## src/rtl/calc_operand_sequencer.sv

```systemverilog
// Sequences A, B and opcode from a shared switch bus into the ALU and captures its result for display.
// One press per debounced Enter edge; EXEC is a single cycle; no backpressure, the user paces every step.
module calc_operand_sequencer #(
  parameter int SYNC_STAGES = 2,
  parameter bit CHAIN_EN    = 1'b1
) (
  input  logic       clk,
  input  logic       reset_n,
  input  logic [3:0] sw,
  input  logic       enter,
  input  logic       clear,
  input  logic [3:0] alu_result,
  input  logic       alu_overflow,
  output logic [3:0] alu_a,
  output logic [3:0] alu_b,
  output logic [3:0] alu_opcode,
  output logic       alu_reset,
  output logic [3:0] disp_value,
  output logic       disp_ovf,
  output logic       done,
  output logic       op_err,
  output logic [2:0] state
);

  typedef enum logic [2:0] {
    GET_A  = 3'd0,
    GET_B  = 3'd1,
    GET_OP = 3'd2,
    EXEC   = 3'd3,
    SHOW   = 3'd4
  } state_t;

  state_t                 state_q, state_d;
  logic [SYNC_STAGES-1:0] sync_q, sync_d;
  logic                   edge_q, edge_d;
  logic [3:0]             a_q, a_d, b_q, b_d, op_q, op_d, disp_q, disp_d;
  logic                   ovf_q, ovf_d, done_q, done_d, op_err_q, op_err_d;
  logic                   press;

  // Synchronizer and edge flop are deliberately untouched by clear so a held Enter cannot re-fire.
  always_comb begin
    sync_d = {sync_q[SYNC_STAGES-2:0], enter};
    edge_d = sync_q[SYNC_STAGES-1];
    press  = sync_q[SYNC_STAGES-1] & ~edge_q;
  end

  always_comb begin
    state_d  = state_q;
    a_d      = a_q;
    b_d      = b_q;
    op_d     = op_q;
    disp_d   = disp_q;
    ovf_d    = ovf_q;
    op_err_d = op_err_q;
    done_d   = 1'b0;
    if (clear) begin
      state_d  = GET_A;
      a_d      = 4'h0;
      b_d      = 4'h0;
      op_d     = 4'h0;
      disp_d   = 4'h0;
      ovf_d    = 1'b0;
      op_err_d = 1'b0;
    end else begin
      case (state_q)
        GET_A: if (press) begin
          a_d     = sw;
          state_d = GET_B;
        end
        GET_B: if (press) begin
          b_d     = sw;
          state_d = GET_OP;
        end
        GET_OP: if (press) begin
          if (sw >= 4'hD) begin
            op_err_d = 1'b1;
          end else begin
            op_d     = sw;
            op_err_d = 1'b0;
            state_d  = EXEC;
          end
        end
        EXEC: begin
          // Modulo by zero is undefined in the ALU, so report it as an error here.
          if (op_q == 4'h9 && b_q == 4'h0) begin
            disp_d = 4'h0;
            ovf_d  = 1'b1;
          end else begin
            disp_d = alu_result;
            ovf_d  = alu_overflow;
          end
          done_d  = 1'b1;
          state_d = SHOW;
        end
        SHOW: if (press) begin
          if (CHAIN_EN) begin
            a_d     = disp_q;
            state_d = GET_B;
          end else begin
            state_d = GET_A;
          end
        end
        default: state_d = GET_A;
      endcase
    end
  end

  always_ff @(posedge clk or negedge reset_n) begin
    if (!reset_n) begin
      state_q  <= GET_A;
      sync_q   <= '0;
      edge_q   <= 1'b0;
      a_q      <= 4'h0;
      b_q      <= 4'h0;
      op_q     <= 4'h0;
      disp_q   <= 4'h0;
      ovf_q    <= 1'b0;
      done_q   <= 1'b0;
      op_err_q <= 1'b0;
    end else begin
      state_q  <= state_d;
      sync_q   <= sync_d;
      edge_q   <= edge_d;
      a_q      <= a_d;
      b_q      <= b_d;
      op_q     <= op_d;
      disp_q   <= disp_d;
      ovf_q    <= ovf_d;
      done_q   <= done_d;
      op_err_q <= op_err_d;
    end
  end

  assign alu_a      = a_q;
  assign alu_b      = b_q;
  assign alu_opcode = op_q;
  assign alu_reset  = (state_q != EXEC);
  assign disp_value = disp_q;
  assign disp_ovf   = ovf_q;
  assign done       = done_q;
  assign op_err     = op_err_q;
  assign state      = state_q;

endmodule

```

## config.mk

```make
export PLATFORM = sky130hd
export DESIGN_NAME = calc_operand_sequencer
export DESIGN_NICKNAME = d
export VERILOG_FILES = /design/src/rtl/calc_operand_sequencer.sv
export SDC_FILE = /design/constraint.sdc
export NUM_CORES = 1
export LEC_CHECK = 0
export CORE_AREA = 2 2 53 55
export DETAILED_ROUTE_END_ITERATION = 10
export DIE_AREA = 0 0 55 57
export GPL_TIMING_DRIVEN = 0
export PLACE_DENSITY = 0.81
export SLEW_MARGIN = 30
export SYNTH_ARGS = -nofsm -noshare
export SYNTH_HDL_FRONTEND = slang
export SYNTH_SLANG_ARGS = --single-unit
```

## constraint.sdc

```tcl
create_clock -name clk -period 3.2 [get_ports clk]
set_input_delay 0.8 -clock clk [delete_from_list [all_inputs] [get_ports clk]]
set_output_delay 0.8 -clock clk [all_outputs]
set_load 0.05 [all_outputs]
```

==> flow_summary.toml, run 1 <==
[status]
status = "finished, final reports clean"

[layout]
final_cell_mix = "clkdlybuf4s50_1 (33), dfrtp_1 (25), a21oi_1 (15)"
layout_commonest_cell = "clkdlybuf4s50_1"
antenna_cells = 0
area_growth_pct = 32.8
nNetsFinal = 169
drive_gt1_frac = 0.0710
instances_no_fill = 186

[yosys]
ys_seq_area_frac = 0.510
synth_area_per_cell_um2 = 10.5
yosys.area.top_type = "dfrtp_1"
yosysWarnings = 0
netlist_instances = 117
synth_cell_types = 33
synth_area_leaders = "dfrtp_1 (51%), a21oi_1 (6.1%), nand2b_1 (4.6%)"
netlist_area_mm2 = 0.00123
postSynthRegisterBits = 25
netlist.area_leader.share = 0.510
syn_nets = 130

[floorplanning]
die_w_um = 55
ios = 36
die_y_um = 57
core_area_mm2 = 0.00262
fp-row-count = 19
start_util = 0.469
die-area_mm2 = 0.00314

[routing]
wl_met1_mm = 1.36
first_iter_violations = 14
top_layer = "met4"
drc = 0
wl_met3_um = 79
wirelength_mm = 2.85
dr.pass1.iters = 5
wl_per_cell_um = 15.3
num_vias = 1056
met2_length_mm = 1.39
vias_per_cell = 5.68
ant_nets = 0

[setup_path]
crit_slowest_cell = "clkdlybuf4s50_1"
critical_path.max_stage_delay_ns = 0.83
crit_type = "register to primary output"
required_ns = 2.40
path_buf_inv = 3
endpoint_kind = "primary output"
startpoint_type = "register"
path_max_fanout = 10
crit_arrival_ns = 2.23
path_delay_family = "buffers and inverters"
crit_path_cell_trace = "buf_2 > and3b_1 > inv_2 > clkdlybuf4s50_1"

[clocking]
cts.sink_count = 25
cts_resized = 0
worstSkewPairLatency_ns = 0.32
cts_tree = "built"
numCtsBuffers = 3
post-cts-setup-buffers = 0
htreeDepth = 1
ctsHoldBuffers = 0
cts_root_buffer = "clkbuf_4"
path_clk_slew_ns = 0.14
clockBufferDepth = 2

[hold_path]
hold_path_class = "register to register"

[power_and_ir_drop]
swShare = 0.299
p_comb_frac = 0.200
power-per-cell-area_mw_per_mm2 = 366
seqPwrFrac = 0.566
p_total_uw = 595
p_clk_frac = 0.234
internal-power_uw = 417
p_leak_nw = 0.658
peakVddDrop_mv = 0.286
power_switching_uw = 178

[timing]
hold_violations = 0
setup_tns_ns = 0
clock.fmax_mhz = 330
rsz0062_at_grt = "no"
worst-slew-pin-transition_ns = 0.541
final.period_utilization = 0.946
finalCriticalPeriod_ns = 3.03
slew_headroom = 0.640
setup_viol = 0
finClkSkew_ns = 0.0180
drv_slew = 0

[placement]
gp_congestion = 0.803
place_hpwl_mm = 2.14
dp.cells = 182
io_buffers = 34

[global_route]
antenna_found_initial = 0
grt_pass1_wl_mm = 4.75
grt_pass1_vias = 1011
grt_usage = 0.205
grt_max_degree = 26
overflow = 0

[job]
max_cap_violations = 0
==> flip-flops by register name, indices dropped and copies added (netlist names) <==
name	count
disp_ovf	1
op_err	1
alu_opcode	4
state	3
disp_value	4
alu_a	4
sync_q	2
alu_b	4
done	1
edge_q	1
==> cell usage after synthesis <==
cell and n:
nor4b_1 1, nor2b_1 4, a211o_1 3, nor2_1 7
a21oi_1 15, nand4bb_1 1, a2111oi_1 2, nor3_1 3
and3b_1 1, nand2b_1 9, o21ai_1 2, nand3_1 4
o21ai_0 4, o21a_1 1, mux2i_1 4, nand2_1 4
inv_1 2, o211ai_1 4, dfrtp_1 25, or3_1 1
mux2_1 1, nor3b_4 1, a2111oi_2 1, or3b_1 1
inv_2 1, buf_2 2, nor4b_4 1, or4b_1 1
a31oi_1 2, or4_1 1, clkbuf_1 3, a211oi_1 4
o31a_1 1
==> layer usage <==
| metal | vias up | GRT usage |
|---|---|---|
| met4 | 0 | 0.0523 |
| met3 | 2 | 0.0288 |
| met1 | 515 | 0.300 |
| met2 | 25 | 0.318 |
| met5 | - | 0 |
| li1 | 514 | - |
==> worst paths after layout <==
path / startpoint / endpoint / slack, ns / cells past startpoint
worst max-delay path: state[2] / alu_reset / 0.17 / 4
worst min-delay path: sync_q[0] / sync_q[1] / 0.36 / 0
worst max register to register: state[2] / op_err / 1.61 / 4
worst min register to register: sync_q[0] / sync_q[1] / 0.36 / 0
max in group asynchronous: reset_n / alu_b[2] / 2.39 / 1
min in group asynchronous: reset_n / alu_b[1] / 0.44 / 1
==> final cells by class <==
cell class | instances | area, um^2
Buffer | 5 | 21.3
Fill cell | 235 | 987
Timing Repair Buffer | 34 | 335
Multi-Input combinational cell | 84 | 568
Sequential cell | 25 | 626
Clock inverter | 1 | 5.00
Clock buffer | 3 | 22.5
Inverter | 3 | 11.3
Tap cell | 31 | 38.8
==> kinds of logic (layout without fill, tap and decap cells) <==
group	after synthesis	after routing	share of synthesized area
simple gates	40	40	0.213
flops	25	25	0.510
compound gates	39	39	0.208
mux	5	5	0.0418
buf+inv	8	46	0.0265
==> metrics by stage <==
stage | instance area [um^2] | utilization | worst slack (ns) | hold WS (ns)
after CTS | 1630 | 0.622 | 0.166 | 0.365
after global placement | 1610 | 0.614 | 0.540 | 0.336
after detailed placement | 1600 | 0.612 | 0.544 | 0.336
final | 1630 | 0.622 | 0.173 | 0.361
after global routing | 1630 | 0.622 | 0.0798 | 0.386
after floorplan | 1230 | - | 0.967 | 0.331
==> power by group through the flow <==
stage	Sequential, mW	Combinational, mW	Clock (mW)
finish	0.337	0.119	0.139
global route	0.340	0.128	0.161
CTS	0.337	0.120	0.144
detailed placement	0.344	0.119	0
global placement	0.343	0.118	0
floorplan	0.372	0.0400	0
Power figures use the tool's default switching activity.
==> inputs of run 2 (changes only) <==
clock period = 3.75 ns   (was 3.2 ns; I/O delays follow)
==> results of run 2 <==
The final DEF is identical to that of run 1. Status: finished, final reports clean.
Main changes from that run: setup slack after placement 0.544 ns -> 0.957 ns; setup slack after layout 0.173 ns -> 0.585 ns; register-to-register setup slack 1.61 ns -> 2.16 ns; total power 0.595 mW -> 0.508 mW; worst IR drop on VDD 0.286 mV -> 0.244 mV
